`src/rtl/dmem_arbiter_ctrl_if.sv`:
```
// dmem_arbiter_ctrl_if: requester, response and memory-side signals of the dmem arbiter
//   reqN_*  : request channel per requester (valid/ready, addr, wdata, we)
//   rspN_*  : response channel per requester (valid/ready, rdata, err)
//   Mem_Addr/Write_Data/MemWrite/MemRead/Read_Data : single-port data memory
//   modport slave  : the arbiter; modport master : requesters plus memory
interface dmem_arbiter_ctrl_if #(parameter int ADDR_W = 64, parameter int DATA_W = 64);
  logic              req0_valid, req0_ready, req0_we;
  logic [ADDR_W-1:0] req0_addr;
  logic [DATA_W-1:0] req0_wdata;
  logic              req1_valid, req1_ready, req1_we;
  logic [ADDR_W-1:0] req1_addr;
  logic [DATA_W-1:0] req1_wdata;
  logic              rsp0_valid, rsp0_ready, rsp0_err;
  logic [DATA_W-1:0] rsp0_rdata;
  logic              rsp1_valid, rsp1_ready, rsp1_err;
  logic [DATA_W-1:0] rsp1_rdata;
  logic [ADDR_W-1:0] Mem_Addr;
  logic [DATA_W-1:0] Write_Data, Read_Data;
  logic              MemWrite, MemRead;
  modport slave (
    input  req0_valid, req0_addr, req0_wdata, req0_we, rsp0_ready,
    input  req1_valid, req1_addr, req1_wdata, req1_we, rsp1_ready, Read_Data,
    output req0_ready, rsp0_valid, rsp0_rdata, rsp0_err,
    output req1_ready, rsp1_valid, rsp1_rdata, rsp1_err,
    output Mem_Addr, Write_Data, MemWrite, MemRead
  );
  modport master (
    output req0_valid, req0_addr, req0_wdata, req0_we, rsp0_ready,
    output req1_valid, req1_addr, req1_wdata, req1_we, rsp1_ready, Read_Data,
    input  req0_ready, rsp0_valid, rsp0_rdata, rsp0_err,
    input  req1_ready, rsp1_valid, rsp1_rdata, rsp1_err,
    input  Mem_Addr, Write_Data, MemWrite, MemRead
  );
endinterface

```
`src/rtl/dmem_arbiter_ctrl.sv`:
```
// dmem_arbiter_ctrl: round-robin two-port arbiter/sequencer for the 64-bit data memory
//   clk, reset (sync, active-high); bus: dmem_arbiter_ctrl_if.slave (two req/rsp ports + memory)
//   Optional macro DMEM_ADDR_CHECK_EN: out-of-range addresses skip the memory and return err=1
module dmem_arbiter_ctrl #(
  parameter int ADDR_W    = 64,
  parameter int DATA_W    = 64,
  parameter int MEM_BYTES = 64
) (
  input logic clk,
  input logic reset,
  dmem_arbiter_ctrl_if.slave bus
);
  typedef enum logic [1:0] {IDLE, ACCESS, RESP} state_t;
  state_t state, state_nxt;
  logic last_grant, owner, a_we, err, bad, win1, acc0, acc1, rsp_hs, mem_ok;
  logic [ADDR_W-1:0] a_addr;
  logic [DATA_W-1:0] a_wdata, rdata;
`ifdef DMEM_ADDR_CHECK_EN
  localparam bit CHECK = 1'b1;
`else
  localparam bit CHECK = 1'b0;
`endif
  localparam logic [ADDR_W-1:0] LIMIT = ADDR_W'(MEM_BYTES - 8);
  // a doubleword access must fit entirely inside the memory
  assign bad = CHECK && (a_addr > LIMIT);
  always_comb begin
    // port 1 wins when alone, or on a tie when port 0 was granted last
    win1 = bus.req1_valid & (~bus.req0_valid | ~last_grant);
    acc0 = (state == IDLE) & ~reset & bus.req0_valid & ~win1;
    acc1 = (state == IDLE) & ~reset & win1;
    rsp_hs = (state == RESP) & (owner ? bus.rsp1_ready : bus.rsp0_ready);
    state_nxt = (state == IDLE) ? ((acc0 | acc1) ? ACCESS : IDLE) :
                (state == ACCESS) ? RESP : (rsp_hs ? IDLE : RESP);
    mem_ok = (state == ACCESS) & ~reset & ~bad;
    bus.req0_ready = acc0;
    bus.req1_ready = acc1;
    bus.rsp0_valid = (state == RESP) & ~owner;
    bus.rsp1_valid = (state == RESP) & owner;
    bus.rsp0_rdata = owner ? '0 : rdata;
    bus.rsp1_rdata = owner ? rdata : '0;
    bus.rsp0_err = ~owner & err;
    bus.rsp1_err = owner & err;
    bus.MemWrite = mem_ok & a_we;
    bus.MemRead = mem_ok & ~a_we;
    bus.Mem_Addr = (state == ACCESS) ? a_addr : '0;
    bus.Write_Data = (state == ACCESS) ? a_wdata : '0;
  end
  always_ff @(posedge clk) begin
    if (reset) begin
      state <= IDLE;
      last_grant <= 1'b1;
      owner <= 1'b0;
      a_addr <= '0;
      a_wdata <= '0;
      a_we <= 1'b0;
      rdata <= '0;
      err <= 1'b0;
    end else begin
      state <= state_nxt;
      if (acc0 | acc1) begin
        last_grant <= acc1;
        owner <= acc1;
        a_addr <= acc1 ? bus.req1_addr : bus.req0_addr;
        a_wdata <= acc1 ? bus.req1_wdata : bus.req0_wdata;
        a_we <= acc1 ? bus.req1_we : bus.req0_we;
      end
      if (state == ACCESS) begin
        rdata <= (a_we | bad) ? '0 : bus.Read_Data;
        err <= bad;
      end
    end
  end
endmodule
```
`src/flat_wrapper.sv`:
```
// flat-port wrapper written by rule: the top's interface ports become plain ports
module dmem_arbiter_ctrl_flat 
#(
  parameter int ADDR_W    = 64,
  parameter int DATA_W    = 64,
  parameter int MEM_BYTES = 64
)
  (clk, reset, bus_req0_valid, bus_req0_addr, bus_req0_wdata, bus_req0_we, bus_rsp0_ready, bus_req1_valid, bus_req1_addr, bus_req1_wdata, bus_req1_we, bus_rsp1_ready, bus_Read_Data, bus_req0_ready, bus_rsp0_valid, bus_rsp0_rdata, bus_rsp0_err, bus_req1_ready, bus_rsp1_valid, bus_rsp1_rdata, bus_rsp1_err, bus_Mem_Addr, bus_Write_Data, bus_MemWrite, bus_MemRead);
  dmem_arbiter_ctrl_if #(.ADDR_W(ADDR_W), .DATA_W(DATA_W)) bus_i ();
  input logic clk;
  input logic reset;
  input wire logic [$bits(bus_i.req0_valid)-1:0] bus_req0_valid;
  input wire logic [$bits(bus_i.req0_addr)-1:0] bus_req0_addr;
  input wire logic [$bits(bus_i.req0_wdata)-1:0] bus_req0_wdata;
  input wire logic [$bits(bus_i.req0_we)-1:0] bus_req0_we;
  input wire logic [$bits(bus_i.rsp0_ready)-1:0] bus_rsp0_ready;
  input wire logic [$bits(bus_i.req1_valid)-1:0] bus_req1_valid;
  input wire logic [$bits(bus_i.req1_addr)-1:0] bus_req1_addr;
  input wire logic [$bits(bus_i.req1_wdata)-1:0] bus_req1_wdata;
  input wire logic [$bits(bus_i.req1_we)-1:0] bus_req1_we;
  input wire logic [$bits(bus_i.rsp1_ready)-1:0] bus_rsp1_ready;
  input wire logic [$bits(bus_i.Read_Data)-1:0] bus_Read_Data;
  output wire logic [$bits(bus_i.req0_ready)-1:0] bus_req0_ready;
  output wire logic [$bits(bus_i.rsp0_valid)-1:0] bus_rsp0_valid;
  output wire logic [$bits(bus_i.rsp0_rdata)-1:0] bus_rsp0_rdata;
  output wire logic [$bits(bus_i.rsp0_err)-1:0] bus_rsp0_err;
  output wire logic [$bits(bus_i.req1_ready)-1:0] bus_req1_ready;
  output wire logic [$bits(bus_i.rsp1_valid)-1:0] bus_rsp1_valid;
  output wire logic [$bits(bus_i.rsp1_rdata)-1:0] bus_rsp1_rdata;
  output wire logic [$bits(bus_i.rsp1_err)-1:0] bus_rsp1_err;
  output wire logic [$bits(bus_i.Mem_Addr)-1:0] bus_Mem_Addr;
  output wire logic [$bits(bus_i.Write_Data)-1:0] bus_Write_Data;
  output wire logic [$bits(bus_i.MemWrite)-1:0] bus_MemWrite;
  output wire logic [$bits(bus_i.MemRead)-1:0] bus_MemRead;
  assign bus_i.req0_valid = bus_req0_valid;
  assign bus_i.req0_addr = bus_req0_addr;
  assign bus_i.req0_wdata = bus_req0_wdata;
  assign bus_i.req0_we = bus_req0_we;
  assign bus_i.rsp0_ready = bus_rsp0_ready;
  assign bus_i.req1_valid = bus_req1_valid;
  assign bus_i.req1_addr = bus_req1_addr;
  assign bus_i.req1_wdata = bus_req1_wdata;
  assign bus_i.req1_we = bus_req1_we;
  assign bus_i.rsp1_ready = bus_rsp1_ready;
  assign bus_i.Read_Data = bus_Read_Data;
  assign bus_req0_ready = bus_i.req0_ready;
  assign bus_rsp0_valid = bus_i.rsp0_valid;
  assign bus_rsp0_rdata = bus_i.rsp0_rdata;
  assign bus_rsp0_err = bus_i.rsp0_err;
  assign bus_req1_ready = bus_i.req1_ready;
  assign bus_rsp1_valid = bus_i.rsp1_valid;
  assign bus_rsp1_rdata = bus_i.rsp1_rdata;
  assign bus_rsp1_err = bus_i.rsp1_err;
  assign bus_Mem_Addr = bus_i.Mem_Addr;
  assign bus_Write_Data = bus_i.Write_Data;
  assign bus_MemWrite = bus_i.MemWrite;
  assign bus_MemRead = bus_i.MemRead;
  dmem_arbiter_ctrl #(.ADDR_W(ADDR_W), .DATA_W(DATA_W), .MEM_BYTES(MEM_BYTES)) u_core (.clk(clk), .reset(reset), .bus(bus_i));
endmodule
```
`config.mk`:
```
export PLATFORM = sky130hd
export DESIGN_NAME = dmem_arbiter_ctrl_flat
export DESIGN_NICKNAME = d
export VERILOG_FILES = /design/src/rtl/dmem_arbiter_ctrl_if.sv /design/src/rtl/dmem_arbiter_ctrl.sv /design/src/flat_wrapper.sv
export SDC_FILE = /design/constraint.sdc
export NUM_CORES = 1
export LEC_CHECK = 0
export CORE_AREA = 2 2 229 231
export CTS_CLUSTER_SIZE = 14
export DETAILED_ROUTE_END_ITERATION = 10
export DIE_AREA = 0 0 231 233
export GPL_ROUTABILITY_DRIVEN = 0
export PLACE_DENSITY_LB_ADDON = 0.25
export SYNTH_ARGS = -nofsm -noshare
export SYNTH_HDL_FRONTEND = slang
export SYNTH_SLANG_ARGS = --single-unit
```
`constraint.sdc`:
```
create_clock -name clk -period 1.58 [get_ports clk]
set_input_delay 0.237 -clock clk [delete_from_list [all_inputs] [get_ports clk]]
set_output_delay 0.237 -clock clk [all_outputs]
set_load 0.02 [all_outputs]
```
==> Flow_metrics.wiki, run 1 <==
{| class="wikitable"
! Metric !! Value
|-
| Pin count of the biggest net entering global routing || 87
|-
| Post-Synthesis Cell Area || 10660 µm²
|-
| Required arrival time at the worst endpoint || 1340 ps
|-
| Maximum clock path buffer count || 2
|-
| Average cell area after synthesis || 8.654 µm²
|-
| Final hold vios || 0
|-
| Grt total ovfl || 0
|-
| Clock tree from TritonCTS || yes
|-
| Final standard cell area without fillers || 20180 µm²
|-
| Worst r2r dst || u_core.a_wdata[11]
|-
| # clock sinks || 197
|-
| Violated checks || setup timing
|-
| Placeable core region || 51090 µm²
|-
| Worst reg-to-reg path cell count || 7
|-
| EDFF count, synth || 0
|-
| Slew at the pin closest to its max-slew limit || 680.3 ps
|-
| Wire length of the first global-routing pass || 79310 µm
|-
| Critical Path AT || 1850 ps
|-
| Placed Instance Area || 17860 µm²
|-
| Pwr dens || 773.9 nW/µm²
|-
| Number of max-slew violations in the final report || 0
|-
| Seq/Total Area, Yosys || 0.3699
|-
| Distinct cell type count after synthesis || 30
|-
| Total routing usage reported by global routing || 0.1966
|-
| Setup slack, reg-to-reg || -350 ps
|-
| Final count of negative-setup-slack endpoints || 455
|-
| Cell seen most often among critical-path stages || buf_12
|-
| Proportion of register bits with asynchronous set or reset after synthesis || 0
|-
| First-iteration detailed-routing DRC count || 801
|-
| Routed vias/inst || 5.016
|-
| Post-synth top flop || dfxtp_1
|-
| Total Routed Length || 60540 µm
|-
| Number of instances in the placed design || 2426
|-
| Max-cap check violation count || 0
|-
| Total power draw || 15.62 mW
|-
| Biggest cell delay along the critical path || 360 ps
|-
| Number of buffers inserted during clock tree synthesis || 17
|-
| Biggest fanout along the worst timing path || 5
|-
| Most numerous cell types in the synthesized netlist || dfxtp_1 (197), and2_1 (193), a21oi_1 (130)
|-
| Sum of net half-perimeters after detailed placement || 40040 µm
|-
| Count leader, synth || dfxtp_1
|-
| Min-Delay Startpoint || reset
|-
| Starting density of the core || 0.2087
|-
| Cell depth of the worst hold path || 5
|-
| Relative slew margins || 0.5465
|-
| Worst reg2reg path startpoint || u_core.state[0]
|-
| Crit-path cells || nor2b_4 -> buf_12 -> clkbuf_16 -> buf_12 -> nor3b_4 -> buf_8
|-
| Worst setup SP type || flip-flop
|-
| Die X-Extent || 231 µm
|-
| Tightest Hold Check Type || primary input to flip-flop
|-
| Post-Syn Instances || 1232
|-
| Fin cells || 2552
|-
| Path length in cells of the critical path || 6
|-
| Highest attainable clock frequency || 478.3 MHz
|-
| Area leader, netlist || dfxtp_1
|-
| Die area || 53820 µm²
|-
| Share of post-route cells with drive strength above 1 || 0.3490
|-
| Remaining design rule violation count || 0
|-
| Clock latency reported for the late side of the worst-skew pair || 510 ps
|-
| Setup repair after global routing missed its margin || true
|-
| Via count of the first global-routing pass || 12160
|-
| Number of placement rows || 83
|-
| Total Negative Setup Slacks || -132600 ps
|-
| Critical path start-end classification || flip-flop to output pin
|-
| Number of synthesized register bits || 197
|-
| H-tree depth || 4
|-
| Number of top-level pins || 592
|-
| Critical Path Start || u_core.state[1]
|-
| Outcome || complete, but fails checks
|-
| Yosys warning total || 0
|-
| Cell chosen for the clock root || clkbuf_16
|-
| Final layout net count || 2186
|-
| Buffers added on ports || 589
|-
| Time the worst path needs with I/O delays and setup || 2091 ps
|-
| Worst Setup Slack, final || -510.7 ps
|-
| First-pass detailed-route iteration total || 5
|-
| Area added between synthesis and finish || 89.27%
|-
| Via count || 12800
|-
| Vertical extent of the die || 233 µm
|-
| Buffers & Inverters on Critical Path || 4
|-
| Remaining number of nets flagged by the antenna check after routing || 0
|-
| Post-CTS Hold Fix Bufs || 0
|-
| Final-layout worst hold slack || 216.1 ps
|-
| Number of antenna violations at the first check in global routing || 4
|-
| Clk_skew || 13.78 ps
|-
| Critical Path End Type || output pin
|-
| Endpoint with the worst hold slack || u_core.last_grant
|-
| CTS clock-pin slew for the worst setup and hold paths || 70 ps
|-
| Share of the cycle needed by the critical path after routing || 1.323
|-
| Slowest cell on crit path || dfxtp_4
|-
| Worst IR drop on VDD || 0.8896 mV
|-
| Ranking of synthesized cells by area || dfxtp_1 (37%), and2_1 (11%), nand4_1 (7.6%)
|-
| Leakage || 8.008 nW
|-
| Yosys top cell area share || 0.3699
|-
| Crit path max-delay family || buffers and inverters
|-
| Average wire per standard cell || 23.72 µm
|}
==> final cells by class <==
cell class,instances,area (µm²)
repair buffers,780,8524
diodes,1,2.502
clock buffers,23,499.2
well taps,680,850.8
flip-flops and latches,197,3953
clock inverters,9,65.06
fillers,5171,30910
inverters,2,7.507
multi-input cells,860,6277
==> repair_timing <==
item                       in CTS  in global routing
resized for setup             552                714
buffers inserted               11                 50
setup endpoints to repair     456                457
pin swaps                      15                 36
cloned                          5                 32
==> registers in the layout, indices dropped and copies added, names as in the netlist <==
register	count
u_core.a_addr	64
u_core.a_wdata	64
u_core.rdata	64
u_core.state	2
u_core.a_we	1
u_core.last_grant	1
u_core.owner	1
==> tightest hold or removal path, stage by stage <==
cell      delay [ps]
buf_6            100
buf_4            110
inv_1             40
buf_4            120
o311ai_0          70
==> worst max path at each step <==
| stage | endpoint | slack [ps] |
|---|---|---|
| 2_1_floorplan | bus_req1_ready | -10 |
| 3_3_place_gp | bus_req1_ready | -550 |
| 3_5_place_dp | bus_req1_ready | -540 |
| 4_1_cts | bus_rsp1_rdata[14] | -660 |
| 5_1_grt | bus_MemRead | -590 |
| 6_report | bus_MemRead | -510 |
==> metrics by stage <==
stage               setup WS [ps]  utilization
detailed placement         -539.0       0.3496
finish                     -510.7       0.3949
floorplan                  -12.53            -
global placement           -554.5       0.3496
global route               -590.2       0.3949
CTS                        -663.3       0.3690
==> layer usage <==
| metal | global-route usage | wire (µm) | vias up |
|---|---|---|---|
| li1 | - | - | 5883 |
| met5 | 0 | 26 | - |
| met4 | 0.07984 | 1759 | 4 |
| met3 | 0.06691 | 5220 | 65 |
| met1 | 0.2232 | 22740 | 6256 |
| met2 | 0.3368 | 30800 | 594 |
==> power breakdown <==
group,internal [mW],switching [mW],total (mW)
registers,5.41,0.290,5.70
logic,2.87,2.63,5.50
clock network,2.24,2.18,4.42
==> cells by family after synthesis <==
family	after synthesis	synth area share
simple gates	402	0.2368
flops	197	0.3699
mux	1	0.0009389
other cells	1	0.0003517
compound gates	455	0.3121
buf+inv	176	0.07992
==> placed cells by master, fill, tap and decap left out, types with 5 or more instances in the layout <==
cell / n
clkdlybuf4s50_1: 325
dfxtp_1: 194
buf_4: 157
nand4_1: 129
a21oi_1: 129
buf_6: 122
o21ai_0: 102
and2_1: 95
and2_4: 93
a311oi_1: 73
a22o_1: 64
buf_12: 59
a311oi_2: 56
nor2b_1: 50
clkbuf_16: 40
clkbuf_2: 33
o21ai_1: 20
buf_8: 16
nor2b_2: 13
dlymetal6s2s_1: 13
buf_2: 11
buf_16: 8
o21ai_2: 7
clkdlybuf4s15_2: 6
and2_2: 5
clkdlybuf4s15_1: 5
No activity file was read; power rests on OpenSTA's default activity.
==> run 2: changes to the inputs <==
--- a/config.mk
+++ b/config.mk
@@ -5,6 +5,7 @@
 export SDC_FILE = /design/constraint.sdc
 export NUM_CORES = 1
 export LEC_CHECK = 0
+export CAP_MARGIN = 20
 export CORE_AREA = 2 2 229 231
 export CTS_CLUSTER_SIZE = 14
 export DETAILED_ROUTE_END_ITERATION = 10
==> results of run 2 <==
Final layout, timing and power as in run 1 (identical DEF).
